[config.mk]
export PLATFORM = sky130hd
export DESIGN_NAME = tft_timing_controller
export DESIGN_NICKNAME = d
export VERILOG_FILES = /design/src/rtl/tft_timing_controller.sv
export SDC_FILE = /design/constraint.sdc
export NUM_CORES = 1
export LEC_CHECK = 0
export ABC_AREA = 1
export BUFFER_PORTS_ARGS = -buffer_cell sky130_fd_sc_hd__buf_4
export CORE_MARGIN = 1.5
export CORE_UTILIZATION = 44
export DETAILED_ROUTE_END_ITERATION = 7
export GPL_TIMING_DRIVEN = 0
export PLACE_DENSITY = 0.75
export SLEW_MARGIN = 20
export SYNTH_ARGS = -nofsm -noshare
export SYNTH_HDL_FRONTEND = slang
export SYNTH_SLANG_ARGS = --single-unit
[constraint.sdc]
create_clock -name clk_i -period 2 [get_ports clk_i]
set_input_delay 0 -clock clk_i [delete_from_list [all_inputs] [get_ports clk_i]]
set_output_delay 0 -clock clk_i [all_outputs]
set_load 0.01 [all_outputs]
[src/rtl/tft_timing_controller.sv]
// TFT LCD timing controller: raster generator, panel power sequencing and
// pixel stream alignment with sticky underflow / frame-sync error flags.
module tft_timing_controller #(
  parameter int unsigned C_H_ACTIVE      = 800,
  parameter int unsigned C_H_FP          = 40,
  parameter int unsigned C_H_SYNC        = 48,
  parameter int unsigned C_H_BP          = 40,
  parameter int unsigned C_V_ACTIVE      = 480,
  parameter int unsigned C_V_FP          = 13,
  parameter int unsigned C_V_SYNC        = 3,
  parameter int unsigned C_V_BP          = 29,
  parameter int unsigned C_POWER_DELAY   = 1024,
  parameter logic [23:0] C_UNDERFLOW_RGB = 24'h000000
) (
  input  logic        clk_i,
  input  logic        rst_i,
  input  logic        en_i,
  input  logic        pix_valid_i,
  input  logic        pix_sof_i,
  input  logic [23:0] pix_data_i,
  output logic        pix_ready_o,
  input  logic        flag_clr_i,
  output logic        tft_disp_o,
  output logic        tft_hsync_o,
  output logic        tft_vsync_o,
  output logic        tft_de_o,
  output logic [23:0] tft_rgb_o,
  output logic        frame_start_o,
  output logic        underflow_o,
  output logic        sync_err_o,
  output logic        busy_o
);

  localparam int unsigned CW       = 12;
  localparam int unsigned PW       = $clog2(C_POWER_DELAY + 1);
  localparam int unsigned H_TOTAL  = C_H_ACTIVE + C_H_FP + C_H_SYNC + C_H_BP;
  localparam int unsigned V_TOTAL  = C_V_ACTIVE + C_V_FP + C_V_SYNC + C_V_BP;
  localparam int unsigned HS_START = C_H_ACTIVE + C_H_FP;
  localparam int unsigned HS_END   = HS_START + C_H_SYNC;
  localparam int unsigned VS_START = C_V_ACTIVE + C_V_FP;
  localparam int unsigned VS_END   = VS_START + C_V_SYNC;

  localparam logic [1:0] S_IDLE   = 2'd0;
  localparam logic [1:0] S_PWR_ON = 2'd1;
  localparam logic [1:0] S_RUN    = 2'd2;

  logic [1:0]    state_q, state_d;
  logic [CW-1:0] h_q, h_d, v_q, v_d;
  logic [PW-1:0] pwr_cnt_q, pwr_cnt_d;
  logic          stop_q, stop_d;
  logic          disp_q, disp_d;
  logic          hsync_q, hsync_d, vsync_q, vsync_d;
  logic          de_q, de_d, fs_q, fs_d;
  logic [23:0]   rgb_q, rgb_d;
  logic          uf_q, uf_d, se_q, se_d;
  logic          busy_q, busy_d;

  logic run_c, h_active_c, v_active_c, active_c, origin_c, last_c, xfer_c;
  logic uf_set_c, se_set_c;

  assign run_c      = (state_q == S_RUN);
  assign h_active_c = (h_q < CW'(C_H_ACTIVE));
  assign v_active_c = (v_q < CW'(C_V_ACTIVE));
  assign active_c   = h_active_c & v_active_c;
  assign origin_c   = (h_q == '0) & (v_q == '0);
  assign last_c     = (h_q == CW'(H_TOTAL - 1)) & (v_q == CW'(V_TOTAL - 1));

  // Vertical blanking drains stale pixels until an SOF sits at the stream head.
  always_comb begin
    pix_ready_o = 1'b0;
    if (run_c) begin
      if (active_c)         pix_ready_o = 1'b1;
      else if (!v_active_c) pix_ready_o = pix_valid_i & ~pix_sof_i;
    end
  end

  assign xfer_c = pix_valid_i & pix_ready_o;

  always_comb begin
    state_d   = state_q;
    h_d       = h_q;
    v_d       = v_q;
    pwr_cnt_d = pwr_cnt_q;
    stop_d    = stop_q;
    disp_d    = disp_q;
    hsync_d   = 1'b1;
    vsync_d   = 1'b1;
    de_d      = 1'b0;
    fs_d      = 1'b0;
    rgb_d     = '0;
    uf_set_c  = 1'b0;
    se_set_c  = 1'b0;
    case (state_q)
      S_IDLE: begin
        h_d       = '0;
        v_d       = '0;
        pwr_cnt_d = '0;
        stop_d    = 1'b0;
        if (en_i) begin
          state_d = S_PWR_ON;
          disp_d  = 1'b1;
        end
      end
      S_PWR_ON: begin
        if (!en_i) begin
          state_d = S_IDLE;
          disp_d  = 1'b0;
        end else if (pwr_cnt_q == PW'(C_POWER_DELAY - 1)) begin
          state_d = S_RUN;
          h_d     = '0;
          v_d     = CW'(C_V_ACTIVE);
        end else begin
          pwr_cnt_d = pwr_cnt_q + PW'(1);
        end
      end
      S_RUN: begin
        de_d    = active_c;
        fs_d    = origin_c;
        hsync_d = ~((h_q >= CW'(HS_START)) & (h_q < CW'(HS_END)));
        vsync_d = ~((v_q >= CW'(VS_START)) & (v_q < CW'(VS_END)));
        if (active_c) begin
          rgb_d    = pix_valid_i ? pix_data_i : C_UNDERFLOW_RGB;
          uf_set_c = ~pix_valid_i;
          se_set_c = xfer_c & (origin_c ^ pix_sof_i);
        end
        stop_d = stop_q | ~en_i;
        if (h_q == CW'(H_TOTAL - 1)) begin
          h_d = '0;
          v_d = (v_q == CW'(V_TOTAL - 1)) ? '0 : v_q + CW'(1);
        end else begin
          h_d = h_q + CW'(1);
        end
        // Power-off only at the frame wrap so no partial frame reaches the panel.
        if (last_c && (stop_q || !en_i)) begin
          state_d = S_IDLE;
          disp_d  = 1'b0;
          stop_d  = 1'b0;
        end
      end
      default: begin
        state_d = S_IDLE;
        disp_d  = 1'b0;
      end
    endcase
    uf_d   = uf_set_c | (uf_q & ~flag_clr_i);
    se_d   = se_set_c | (se_q & ~flag_clr_i);
    busy_d = (state_d != S_IDLE);
  end

  always_ff @(posedge clk_i or posedge rst_i) begin
    if (rst_i) begin
      state_q   <= S_IDLE;
      h_q       <= '0;
      v_q       <= '0;
      pwr_cnt_q <= '0;
      stop_q    <= 1'b0;
      disp_q    <= 1'b0;
      hsync_q   <= 1'b1;
      vsync_q   <= 1'b1;
      de_q      <= 1'b0;
      fs_q      <= 1'b0;
      rgb_q     <= '0;
      uf_q      <= 1'b0;
      se_q      <= 1'b0;
      busy_q    <= 1'b0;
    end else begin
      state_q   <= state_d;
      h_q       <= h_d;
      v_q       <= v_d;
      pwr_cnt_q <= pwr_cnt_d;
      stop_q    <= stop_d;
      disp_q    <= disp_d;
      hsync_q   <= hsync_d;
      vsync_q   <= vsync_d;
      de_q      <= de_d;
      fs_q      <= fs_d;
      rgb_q     <= rgb_d;
      uf_q      <= uf_d;
      se_q      <= se_d;
      busy_q    <= busy_d;
    end
  end

  assign tft_disp_o    = disp_q;
  assign tft_hsync_o   = hsync_q;
  assign tft_vsync_o   = vsync_q;
  assign tft_de_o      = de_q;
  assign tft_rgb_o     = rgb_q;
  assign frame_start_o = fs_q;
  assign underflow_o   = uf_q;
  assign sync_err_o    = se_q;
  assign busy_o        = busy_q;

endmodule
[Word-level counts from Yosys, hierarchy flattened]
Index checks and enable logic that the tools add are counted.
Storage, ports and cells
  flip-flop bits (word level): 70
  output and inout bits: 33
Operators by class
  add/sub/neg operators: 3
  $lt $le $gt $ge: 6
  equal/unequal tests: 12
  multiplexer cells: 37
  bitwise gates (word level): 20
  reduce and logical (&&, ||, !) cells: 14
Operators with widths (number)
  two-way mux 12 bit: 7
  two-way mux 24 bit: 3
  case mux 12 bit (3 select lines): 2
  adder 12 x 1 -> 12 bit, second input constant: 2
  == test 12 x 10 -> 1 bit, second input constant: 2
  logical NOT 12 bit: 2
  < comparator 12 x 10 -> 1 bit, second input constant: 2
  < comparator 12 x 9 -> 1 bit, second input constant: 2
  two-way mux 11 bit: 2
  case mux 11 bit (2 select lines): 1
  two-way mux 1 bit: 15
  >= comparator 12 x 10 -> 1 bit, second input constant: 1
  >= comparator 12 x 9 -> 1 bit, second input constant: 1
  adder 11 x 1 -> 11 bit, second input constant: 1
  == test 11 x 10 -> 1 bit, second input constant: 1
  AND 1 bit: 10
  inequality test 2 bit, second input constant: 5
  AND reduction 3 bit: 3
  two-way mux 2 bit: 4
  inverter 1 bit: 6
  case mux 2 bit (3 select lines): 1
  nonzero test 2 bit: 3
  inequality test 2 x 1 -> 1 bit, second input constant: 2
  AND reduction 4 bit: 1
  other kinds (11): 13

[Logic depth before layout (Yosys ltp)]
  depth in word-level cells: 10
  depth in mapped cells: 12

[Worst setup path before layout]
Ideal clock, no wire load.
  path type: flip-flop to output port
  start: reg state_q[0]
  end: out pix_ready_o
  data arrival time: 1675 ps
  required time: 2000 ps
  path slack: 325 ps
  stages on the path, launching flop included: 6
  path buffers: 1
  cells stage by stage: dfrtp_1 > inv_1 > ha_1 > buf_2 > clkinv_1 > o41ai_1
On the way
  cells in the longest elaborated chain, start to end: 2
Ends and longest elaborated chain
  start, declared: RTL line 47  | logic [1:0] state_q, state_d;
  start signal, assigned: RTL line 167  | state_q <= state_d;
  == test 2 bit: RTL line 61  | assign run_c = (state_q == S_RUN);
  two-way mux 1 bit: RTL line 71  | if (run_c) begin
  end, declared: RTL line 21  | output logic pix_ready_o,
Every way passes these cells.

[Final worst setup path]
Same ends and word-level chain as after synthesis.

==> results.sh <==
export IMPL_finalClockSkew_ns=0.00927
export IMPL_die_area_um2=9060
export IMPL_place_area_um2=4370
export IMPL_ir_drop_v=0.000550
export IMPL_insertion_delay_ns=0.36
export IMPL_core_um2=8220
export IMPL_syn_inst=486
export IMPL_finalSetupViolations=0
export IMPL_via_per_inst=5.06
export IMPL_antenna_found_initial=0
export IMPL_crit_chain="inv_2 -> ha_4 -> buf_6 -> clkinv_4 -> o41ai_2 -> buf_4"
export IMPL_wl_per_cell_um=12.9
export IMPL_top_layer="met4"
export IMPL_fmax_mhz=524
export IMPL_place_ws_ns=-0.0554
export IMPL_grtUsageTotal_pct=21.1
export IMPL_worst_setup_path_start_kind="flip-flop"
export IMPL_hold_class="input port to flip-flop"
export IMPL_route_met2_wl_um=4600
export IMPL_clock_sinks=70
export IMPL_fin_nets=638
export IMPL_die_x_um=95.2
export IMPL_drtPass1Iterations=7
export IMPL_grt_pass1_vias=3308
export IMPL_synthesis_nets=526
export IMPL_drive_gt1_share_pct=21.6
export IMPL_final_fill_count=682
export IMPL_gr_total_overflow=0
export IMPL_fin_ws_ns=0.0923
export IMPL_antenna_cells=0
export IMPL_slew_violations=0
export IMPL_fin_crit_sh_pct=95.4
export IMPL_clkTransAtPathRegs_ns=0.08
export IMPL_grt_max_degree=56
export IMPL_numCtsBuffers=9
export IMPL_antenna_left=0
export IMPL_r2r_cells=11
export IMPL_die_h_um=95.2
export IMPL_synth_edff_count=0
export IMPL_ys_warn_count=0
export IMPL_drt_met1_wl_um=3840
export IMPL_synthTopCellsByCount="nand2_1 (99), inv_1 (79), nor2_1 (72)"
export IMPL_hold_ws_ns=0.0203
export IMPL_ys_seq_area_share_pct=46.9
export IMPL_synthMostInstantiatedCell="nand2_1"
export IMPL_grt_pass1_wl_um=14700
export IMPL_clockRootBuffer="clkbuf_8"
export IMPL_leakage_nw=2.57
export IMPL_routed_wl_um=9100
export IMPL_synth_avg_cell_area_um2=7.70
export IMPL_cpPeakStageDelay_ns=0.44
export IMPL_ys_ff_latch=70
export IMPL_yosys_cell_types_count=35
export IMPL_min_path_cells=4
export IMPL_drt_iter0_markers=193
export IMPL_tightest_slew_ns=0.539
export IMPL_cp_max_fo=10
export IMPL_fin_crit_ns=1.91
export IMPL_syn_to_final_growth_pct=34.5
export IMPL_gp_congestion=0.885
export IMPL_clockBufferDepth=2
export IMPL_crit_family="buffers and inverters"
export IMPL_start_util_pct=45.5
export IMPL_design_area_um2=5030
export IMPL_rsz0062_at_grt="true"
export IMPL_final_cells=708
export IMPL_netlist_area_um2=3740
export IMPL_ios=63
export IMPL_crit_buf_inv=4
export IMPL_slowest_stage="dfrtp_1"
export IMPL_fin_total_pwr_mw=3.70
export IMPL_dr_wl_met3_um=495
export IMPL_synth_area_leaders="dfrtp_1 (46%), nand2_1 (9.9%), inv_1 (7.9%)"
export IMPL_slew_limit_headroom_pct=64.1
export IMPL_crit_type="flip-flop to output port"
export IMPL_ctsHtreeMaxLevel=3
export IMPL_worstPathRequired_ns=2.00
export IMPL_critical_path_cell_count=6
export IMPL_io_buffers=62
export IMPL_worstPathArrival_ns=1.91
export IMPL_synth_top_area_share_pct=45.5
export IMPL_dp_cells=654
export IMPL_drc=0
export IMPL_synth_area_leader_cell="dfrtp_1"
export IMPL_powerDensity_nw_per_um2=735
export IMPL_status="finished clean"
export IMPL_rows=33
export IMPL_synthFlopType="dfrtp_1"
export IMPL_cts_tree="yes"
export IMPL_num_vias=3581
export IMPL_max_cap_violations=0
export IMPL_hold_viol_final=0
export IMPL_endpoint_kind="output port"
export IMPL_dp_hpwl_um=6080
export IMPL_async_reset_ff_share_pct=100
per-layer routing:
metal / track usage, % / up-vias
li1: - / 1763
met1: 26.5 / 1691
met2: 34.9 / 111
met3: 5.02 / 16
met4: 8.08 / 0
met5: 0 / -
cells by family after synthesis:
kind of cell	count (synthesis)	share of synthesized area [%]
XOR/XNOR	6	1.41
adder cells (fa/ha/maj)	10	3.35
AO/OA/AOI/OAI	51	7.59
buffers and inverters	96	10.6
flip-flops	70	46.9
AND/OR/NAND/NOR	253	30.1
worst paths after layout:
path | endpoint | from | slack [ns]
max | pix_ready_o | state_q[0] | 0.09
min | stop_q | en_i | 0.02
max reg2reg | v_q[1] | h_q[0] | 0.10
min reg2reg | underflow_o | underflow_o | 0.49
max in group asynchronous | tft_hsync_o | rst_i | 1.29
min in group asynchronous | tft_rgb_o[18] | rst_i | 0.12
flip-flops by register name (all words and copies together) (netlist names):
signal         cells
v_q               12
state_q            2
tft_vsync_o        1
stop_q             1
pwr_cnt_q         11
h_q               12
busy_o             1
underflow_o        1
sync_err_o         1
tft_hsync_o        1
tft_rgb_o         24
tft_disp_o         1
tft_de_o           1
frame_start_o      1
cell usage in the layout (no fill, tap or decap), drive strengths merged:
| cell type | n |
|---|---|
| a21oi | 8 |
| clkbuf | 11 |
| nor4 | 2 |
| clkinvlp | 3 |
| a31o | 2 |
| o41ai | 1 |
| ha | 10 |
| buf | 81 |
| dlygate4sd3 | 28 |
| nand4 | 12 |
| nand3 | 49 |
| nor2 | 74 |
| o21bai | 2 |
| clkinv | 3 |
| nor3 | 11 |
| xor2 | 6 |
| dfstp | 2 |
| dfrtp | 68 |
| nor3b | 1 |
| nand3b | 2 |
| o211ai | 2 |
| o21ai | 33 |
| nand2 | 102 |
| a21o | 1 |
| inv | 87 |
| o31ai | 2 |
power breakdown:
| group | internal, mW | switching [mW] |
|---|---|---|
| Clock | 0.487 | 0.576 |
| Sequential | 1.48 | 0.0549 |
| Combinational | 0.422 | 0.673 |
timing repair:
action / in CTS / in global routing
resized for setup: 7 / 20
setup buffers: 0 / 10
endpoints found under the setup margin: 3 / 51
hold buffers: 28 / 0
hold endpoints to repair: 94 / 0
pin swaps: 0 / 5
stage by stage:
step           TNS (ns)  util, %
2_1_floorplan         0        -
3_3_place_gp     -42.14     52.8
3_5_place_dp    -0.0900     53.1
4_1_cts               0     59.1
5_1_grt         -0.0788     61.2
6_report              0     61.2
tightest hold or removal path: cells and delay by family:
family,cells,cell delay [ns]
buffers and inverters,1,0.12
AOI/OAI and AO/OA,2,0.15
and+or+nand+nor,1,0.07
area by class of cell:
cell class	instances	area (um^2)	area share (%)
Timing Repair Buffer	101	861	17.1
Multi-Input combinational cell	320	1690	33.5
Inverter	87	342	6.79
Buffer	9	73.8	1.47
Clock buffer	10	138	2.74
Clock inverter	6	45.0	0.895
Tap cell	105	131	2.61
Sequential cell	70	1750	34.9
No activity file was read; power rests on OpenSTA's default activity.
